## src/rtl/uart_tx_arbiter.sv

```systemverilog
// uart_tx_arbiter
//   Shares one uart TX FIFO write port among NUM_REQ requesters. Round-robin
//   arbitration at packet granularity: the grant is held from the first word
//   until the word flagged last, so packets never interleave. A stall watchdog
//   reclaims the grant from a requester that goes quiet mid-packet.
// Ports
//   clk, rst     clock, synchronous active-high reset
//   req_valid    per-requester word valid
//   req_data     requester i word in bits [i*DATA_WIDTH +: DATA_WIDTH]
//   req_last     word is final word of its packet
//   req_ready    word accepted this cycle when valid & ready (combinational)
//   tx_data      word to uart (combinational, 0 when tx_write is low)
//   tx_write     write strobe to uart (combinational)
//   tx_full      uart FIFO full
//   grant        registered one-hot owner of the port (0 when idle)
//   busy         high while a packet owns the port
//   timeout_err  one-cycle pulse when the watchdog releases a grant
module uart_tx_arbiter #(
  parameter int unsigned NUM_REQ    = 4,
  parameter int unsigned DATA_WIDTH = 8,
  parameter int unsigned TIMEOUT    = 1024
) (
  input  logic                          clk,
  input  logic                          rst,
  input  logic [NUM_REQ-1:0]            req_valid,
  input  logic [NUM_REQ*DATA_WIDTH-1:0] req_data,
  input  logic [NUM_REQ-1:0]            req_last,
  output logic [NUM_REQ-1:0]            req_ready,
  output logic [DATA_WIDTH-1:0]         tx_data,
  output logic                          tx_write,
  input  logic                          tx_full,
  output logic [NUM_REQ-1:0]            grant,
  output logic                          busy,
  output logic                          timeout_err
);

  localparam int unsigned PTR_W    = (NUM_REQ > 1) ? $clog2(NUM_REQ) : 1;
  // Width $clog2(TIMEOUT+1); one bit minimum keeps TIMEOUT=0 legal.
  localparam int unsigned CNT_W    = (TIMEOUT > 0) ? $clog2(TIMEOUT + 1) : 1;
  localparam int unsigned TMO_LAST = (TIMEOUT > 0) ? TIMEOUT - 1 : 0;
  localparam logic [CNT_W-1:0] CNT_MAX = '1;

  typedef enum logic {
    IDLE = 1'b0,
    SEND = 1'b1
  } state_t;

  state_t                 state_q, state_d;
  logic [NUM_REQ-1:0]     grant_q, grant_d;
  logic [PTR_W-1:0]       owner_q, owner_d;
  logic [PTR_W-1:0]       ptr_q, ptr_d;
  logic [CNT_W-1:0]       cnt_q, cnt_d;
  logic                   timeout_err_q, timeout_err_d;

  logic [DATA_WIDTH-1:0]  words [NUM_REQ];
  logic [PTR_W-1:0]       rr_sel;
  logic                   rr_found;
  int unsigned            rr_idx;
  logic                   xfer;

  // Unpack the flat requester data bus.
  always_comb begin
    for (int unsigned i = 0; i < NUM_REQ; i++) begin
      words[i] = req_data[i*DATA_WIDTH +: DATA_WIDTH];
    end
  end

  // Round-robin search: first valid requester after the last owner.
  always_comb begin
    rr_found = 1'b0;
    rr_sel   = '0;
    rr_idx   = 0;
    for (int unsigned off = 1; off <= NUM_REQ; off++) begin
      rr_idx = 32'(ptr_q) + off;
      if (rr_idx >= NUM_REQ) begin
        rr_idx = rr_idx - NUM_REQ;
      end
      if (!rr_found && req_valid[PTR_W'(rr_idx)]) begin
        rr_found = 1'b1;
        rr_sel   = PTR_W'(rr_idx);
      end
    end
  end

  // Next-state, watchdog and combinational write-port logic.
  always_comb begin
    state_d       = state_q;
    grant_d       = grant_q;
    owner_d       = owner_q;
    ptr_d         = ptr_q;
    cnt_d         = cnt_q;
    timeout_err_d = 1'b0;
    req_ready     = '0;
    xfer          = 1'b0;
    tx_write      = 1'b0;
    tx_data       = '0;

    case (state_q)
      IDLE: begin
        cnt_d = '0;
        if (rr_found) begin
          state_d         = SEND;
          owner_d         = rr_sel;
          grant_d         = '0;
          grant_d[rr_sel] = 1'b1;
        end
      end

      SEND: begin
        req_ready[owner_q] = !tx_full;
        xfer               = req_valid[owner_q] && !tx_full;
        if (xfer) begin
          cnt_d = '0;
          if (req_last[owner_q]) begin
            state_d = IDLE;
            grant_d = '0;
            ptr_d   = owner_q;
          end
        end else if ((TIMEOUT > 0) && !req_valid[owner_q] && !tx_full) begin
          // Only owner-silent cycles count; backpressure never does.
          if (cnt_q == CNT_W'(TMO_LAST)) begin
            state_d       = IDLE;
            grant_d       = '0;
            ptr_d         = owner_q;
            timeout_err_d = 1'b1;
          end else if (cnt_q != CNT_MAX) begin
            cnt_d = cnt_q + CNT_W'(1);
          end
        end
      end

      default: state_d = IDLE;
    endcase

    // Reset blocks the write port in the same cycle it is asserted.
    if (rst) begin
      req_ready = '0;
    end
    tx_write = xfer && !rst;
    if (tx_write) begin
      tx_data = words[owner_q];
    end
  end

  // State registers.
  always_ff @(posedge clk) begin
    if (rst) begin
      state_q       <= IDLE;
      grant_q       <= '0;
      owner_q       <= '0;
      ptr_q         <= PTR_W'(NUM_REQ - 1);
      cnt_q         <= '0;
      timeout_err_q <= 1'b0;
    end else begin
      state_q       <= state_d;
      grant_q       <= grant_d;
      owner_q       <= owner_d;
      ptr_q         <= ptr_d;
      cnt_q         <= cnt_d;
      timeout_err_q <= timeout_err_d;
    end
  end

  assign grant       = grant_q;
  assign busy        = (state_q == SEND);
  assign timeout_err = timeout_err_q;

endmodule

```

## config.mk

```make
export PLATFORM = sky130hd
export DESIGN_NAME = uart_tx_arbiter
export DESIGN_NICKNAME = d
export VERILOG_FILES = /design/src/rtl/uart_tx_arbiter.sv
export SDC_FILE = /design/constraint.sdc
export NUM_CORES = 1
export LEC_CHECK = 0
export CAP_MARGIN = 20
export CORE_MARGIN = 8
export CORE_UTILIZATION = 45
export DETAILED_ROUTE_END_ITERATION = 8
export PLACE_DENSITY = 0.95
export SLEW_MARGIN = 20
export SYNTH_ARGS = -nofsm -noshare
export SYNTH_HDL_FRONTEND = slang
export SYNTH_SLANG_ARGS = --single-unit
export TNS_END_PERCENT = 20
```

## constraint.sdc

```tcl
create_clock -name clk -period 5.31 [get_ports clk]
set_input_delay 1.062 -clock clk [delete_from_list [all_inputs] [get_ports clk]]
set_output_delay 1.062 -clock clk [all_outputs]
set_load 0.01 [all_outputs]
```

# Word-level counts from Yosys, hierarchy flattened
# Index checks and enable logic that the tools add are counted.
# word_totals
reg_bits	21
output_inout_bits	19
elab_cells	119
# op_classes
reduce_logical	21
eq_ne	9
n_addsub	9
muxes	57
bitwise	4
magnitude_cmp	13
# op_table
cell	n
11-bit 2-to-1 mux	4
4-bit 2-to-1 mux	7
2-bit 2-to-1 mux	12
8-bit 2-to-1 mux	3
11-bit one-hot mux with 2 select lines	1
1-bit 2-to-1 mux	19
2-bit by 3-bit less-than comparator with 1-bit output, second input constant	6
8-bit binary-select mux with 2-bit select	1
1-bit binary-select mux with 2-bit select	6
3-bit greater-or-equal comparator, second input constant	4
11-bit by 1-bit adder with 11-bit output, second input constant	1
11-bit by 10-bit == test with 1-bit output, second input constant	1
11-bit != test, second input constant	1
3-bit by 1-bit != test with 1-bit output, second input constant	3
1-bit logical AND	8
4-bit one-hot mux with 2 select lines	1
4-bit AND reduction	2
2-bit by 1-bit subtractor with 2-bit output, second input constant	4
2-bit by 2-bit adder with 3-bit output, second input constant	2
1-bit zero test	6
2-bit by 3-bit adder with 4-bit output, second input constant	1
4-bit AND	1
1-bit demux with 2-bit select	2
2-bit by 1-bit greater-or-equal comparator with 1-bit output, second input constant	2
13 further kinds	15

# Depth between registers and ports, before layout
# logic_depth
depth_word	21
mapped_depth	7

# Least setup slack after synthesis
# OpenSTA, ideal clock, no wires.
# synth_timing
path_kind	input to output
startpoint	in req_valid[3]
endpoint	out tx_data[0]
required_time_ns	4.248
slack_ns	2.272
stages	3
arrival_time_ns	1.976
n_path_buf	1
cell_sequence	mux4_2 > clkbuf_1 > and3_1
# synth_via
elab_chain_cells	6
# synth_rtl
element	line_no	source
start, declared	25	input logic [NUM_REQ-1:0] req_valid,
1-bit binary-select mux with 2-bit select	111	xfer = req_valid[owner_q] && !tx_full;
1-bit 2-to-1 mux (implied by the code)	111	
1-bit logical AND	111	
1-bit 2-to-1 mux	98	case (state_q)
1-bit logical AND	139	tx_write = xfer && !rst;
8-bit 2-to-1 mux	140	if (tx_write) begin
end, declared	29	output logic [DATA_WIDTH-1:0] tx_data,
# No other way between the ends. The select of a mux whose other input is x is not followed.

# Worst setup path after layout
# layout_timing
startpoint	in rst
endpoint	out req_ready[1]
# layout_via
elab_chain_cells	1
# layout_rtl
element	line_no	source
start, declared	24	input logic rst,
4-bit 2-to-1 mux	136	if (rst) begin
end, declared	28	output logic [NUM_REQ-1:0] req_ready,
# No other way between the ends.

==> metrics list <==
- Port buffering added 61 buffers.
- Top cell type's share of synthesized area: a little under a third
- Die area: 0.005095 mm^2
- Synthesis produced a netlist with a net count of 200.
* Clock latency at the later pin of the worst-skew pair: about 0.30 ns
* Global-route wire length before repair: 6561 um
* Setup Total Neg Slack: 0 ns
* Slowest-stage cell, CP: clkdlybuf4s50_1
* Library cell with the largest summed area after synthesis: dfxtp_1
* Worst slew slack as a fraction of its limit: slightly below 50%
* Flip-flop and latch count after synthesis: 21
* Global-route congestion overflow total: 0
- The routed design has 3965 um of wire.
* Total global routing track utilization: 15.74%
- Number of remaining DRC errors: 0
* Power per standard cell area: 175.0 mW/mm^2
- Count of hold buffers inserted by post-cts repair: 0
- The root buffer cell chosen for the clock tree is clkbuf_4.
* Antenna diode instance count: 0
- Across the run, the number of max-cap violations was 0.
* Sequential cell fraction of total power: around half
- Cell total after placement: 242
- CTS Buf Count: 3
- Slew at the pin closest to its max-slew limit: between 0.7 and 0.8 ns
- The clock passes through at most 2 buffers.
- Core Footprint: 0.002978 mm^2
- LEAKAGE: 0.7525 nW
- For this configuration, the core starts out at a cell density of between 40 and 50%.
- From left edge to right edge, the die measures 71.38 um.
* Category of the worst setup path launch point: input pin
* Combined buffer and inverter count along the critical path: 2
- Fill cells in the final layout number between 200 and 250.
* Synth Warn #: 0
- The final route contains 1365 vias.
- After the first detailed-routing iteration, the DRC count stood at 30.
- Post-synthesis instance area: 0.001380 mm^2
- Netlist cell types: 37
- Dividing the detail-routed wire length by the instance count gives 16.12 um.
* Max-slew violation count: 0
- Critical path endpoint category: output pin
- Clock-pin slew was measured on the worst setup and hold paths at 0.12 ns.
- Row cnt: 20
- Half-perimeter wire length after detailed placement: 3143 um
- The congestion estimate from routability-driven global placement came to 0.7710.
* Clock period minus worst slack: 4.075 ns
- The die is 71.38 um tall.
- By instance count, the cell type seen most on the critical path is clkdlybuf4s50_1.
- Register area share after synthesis: a little under a third
- Unrepaired setup endpoints after global routing: false
- CTS resizes: 0
* # IOs: 62
* Highest net fanout along the worst path: 16
* Data arrival time of the critical path: 3.01 ns
* Total number of nets in the final design: between 200 and 300
- Static timing analysis puts the maximum clock frequency at 245.4 MHz.
- The count of nets left with antenna violations once routing finished came out at 0.
- Layout cells sized above 1: under 10%
- Status: finished, final reports clean
* Number of global-route vias before repair: 1361
* Cell types occupying the most area after synthesis: dfxtp_1, mux4_2, nor2_1
- Dividing the detail-routed via count by the number of cells gives 5.549.
* Non-filler instance count after layout: between 200 and 250
- Hold is met by 0.4372 ns.
- Of the total power, combinational logic draws 28.6%.
- Critical path data required time: 4.25 ns
- Clock tree synthesis found a total of 21 sinks.
- Initial antenna violation count: 0
- Final number of setup-violating endpoints: 0
- In this design, the stage delay of the slowest critical-path cell is 0.68 ns.
- CTS built an H-tree with a depth of 1.
- Post-synthesis average cell area: 8.847 um^2
- Net switching is between 20% and 30% of the power.
- Top Family by Delay on Critical Path: buffers and inverters
- Worst Hold Class: flop to flop
- Post-CTS timing repair inserted 0 buffers for setup.
- Internal power comes to 0.2543 mW.
* Count of mapped cells out of synthesis: between 150 and 200
* VDD IR-drop max: 173.6 uV
- Across the routed clock network, the largest skew measured is roughly 0.0048 ns.
- Clk pwr share: 22.2%
- Final hold vios: 0
- For this design the total switching power over the nets is a little under 0.1 mW.
* TritonCTS clock tree: yes
- Critical path class: input pin to output pin
* Pin count of the biggest net entering global routing: 17
* Initial DRT Pass Iterations: 4
- Ratio of final minimum period to clock period: around three quarters
* Series of cell instances along the critical path: clkdlybuf4s50_1 -> or3_1 -> nor3b_1 -> clkdlybuf4s50_1
* Final core utilization: 67.69%
- The area growth from synthesis to layout is 46.06%.
## final cells by class
class / instances / area [um^2] / area share, %
Tap cell: 33 / 41.29 / 2.048
Timing Repair Buffer: 62 / 618.1 / 30.66
Multi-Input combinational cell: 121 / 889.6 / 44.13
Inverter: 5 / 18.77 / 0.9311
Sequential cell: 21 / 420.4 / 20.86
Clock inverter: 1 / 5.005 / 0.2483
Clock buffer: 3 / 22.52 / 1.117
## metrics by stage
step	cell area, um^2	power (mW)	setup slack [ns]
after floorplan	1380	0.2276	2.272
after global placement	1988	0.2744	1.286
after detailed placement	1988	0.2781	1.253
after CTS	2016	0.3550	1.240
after global routing	2016	0.3707	1.048
final	2016	0.3528	1.235
## worst register-to-register path: stages, from the launching register on
cell     delay, ns
dfxtp_1       0.75
mux4_2        0.75
o41ai_4       0.71
nor4_1        0.15
xnor2_1       0.20
nor2_1        0.06
## cells by family after synthesis
group | count (synthesis) | share of synthesized area [%]
mux | 13 | 19.04
compound gates | 26 | 12.60
flops | 21 | 30.46
fa+ha+maj | 1 | 0.9065
simple gates | 74 | 27.47
buf+inv | 14 | 5.077
xor+xnor | 7 | 4.443
## layout by cell type, fill, tap and decap left out, drive strengths merged
cell type	instances
clkdlybuf4s50	61
nor2	22
dfxtp	21
nand2	12
a21oi	11
mux4	10
and3	9
xnor2	7
nor3	6
o21ai	6
nand2b	6
inv	5
a21o	3
nand3	3
mux2i	3
clkbuf	3
or3	2
nor3b	2
nand4	2
nor4b	2
nor4	2
or2	1
o41ai	1
o211ai	1
a21boi	1
o22a	1
nand3b	1
a31oi	1
and2	1
or2b	1
a211o	1
nor2b	1
or3b	1
ha	1
clkinv	1
buf	1
## synthesized netlist by cell type
cell,count
or3b_2,1
buf_1,1
mux4_1,2
buf_6,2
nand2b_1,6
or2_2,1
xnor2_1,7
o211ai_1,1
nor3b_1,2
o21ai_0,6
nand3b_1,1
nor2_1,22
o41ai_4,1
a21boi_0,1
nand2_1,12
ha_1,1
mux2i_1,3
buf_2,2
or3_1,2
nor3_1,6
or2b_1,1
nor2b_1,1
a211o_1,1
a21o_1,3
a31oi_1,1
nand4_1,2
inv_1,5
nor4b_1,2
nor4_1,2
o22a_1,1
dfxtp_1,21
a21oi_1,11
mux4_2,8
clkbuf_1,4
and2_1,1
nand3_1,3
and3_1,9
## worst paths after layout
| path | start | end | slack (ns) | depth (start not counted) |
|---|---|---|---|---|
| worst min-delay path | cnt_q[10] | cnt_q[10] | 0.44 | 2 |
| worst min register to register | cnt_q[10] | cnt_q[10] | 0.44 | 2 |
| worst max register to register | owner_q[1] | cnt_q[9] | 2.60 | 5 |
| worst max-delay path | rst | req_ready[1] | 1.24 | 4 |
## sequential cells by signal, indices dropped and copies added, names as in the netlist
name,flops
timeout_err,1
ptr_q,2
owner_q,2
cnt_q,11
grant,4
busy,1
## power by group through the flow
stage                     Clock (mW)  Combinational (mW)  Sequential, mW
after floorplan                    0              0.0569           0.171
after global placement             0              0.0973           0.177
after CTS                     0.0799               0.101           0.174
after detailed placement           0               0.101           0.178
after global routing          0.0858               0.110           0.175
final                         0.0782               0.101           0.174
## routing by layer
metal  global-route usage, %  part of all wire (%)  wire, um
met4                   3.695                  0.53        21
met5                       0                     0         0
met1                   18.34                    44      1740
met2                   28.88                    50      2000
met3                   2.650                   5.1       202
(Power assumes the default switching activity.)
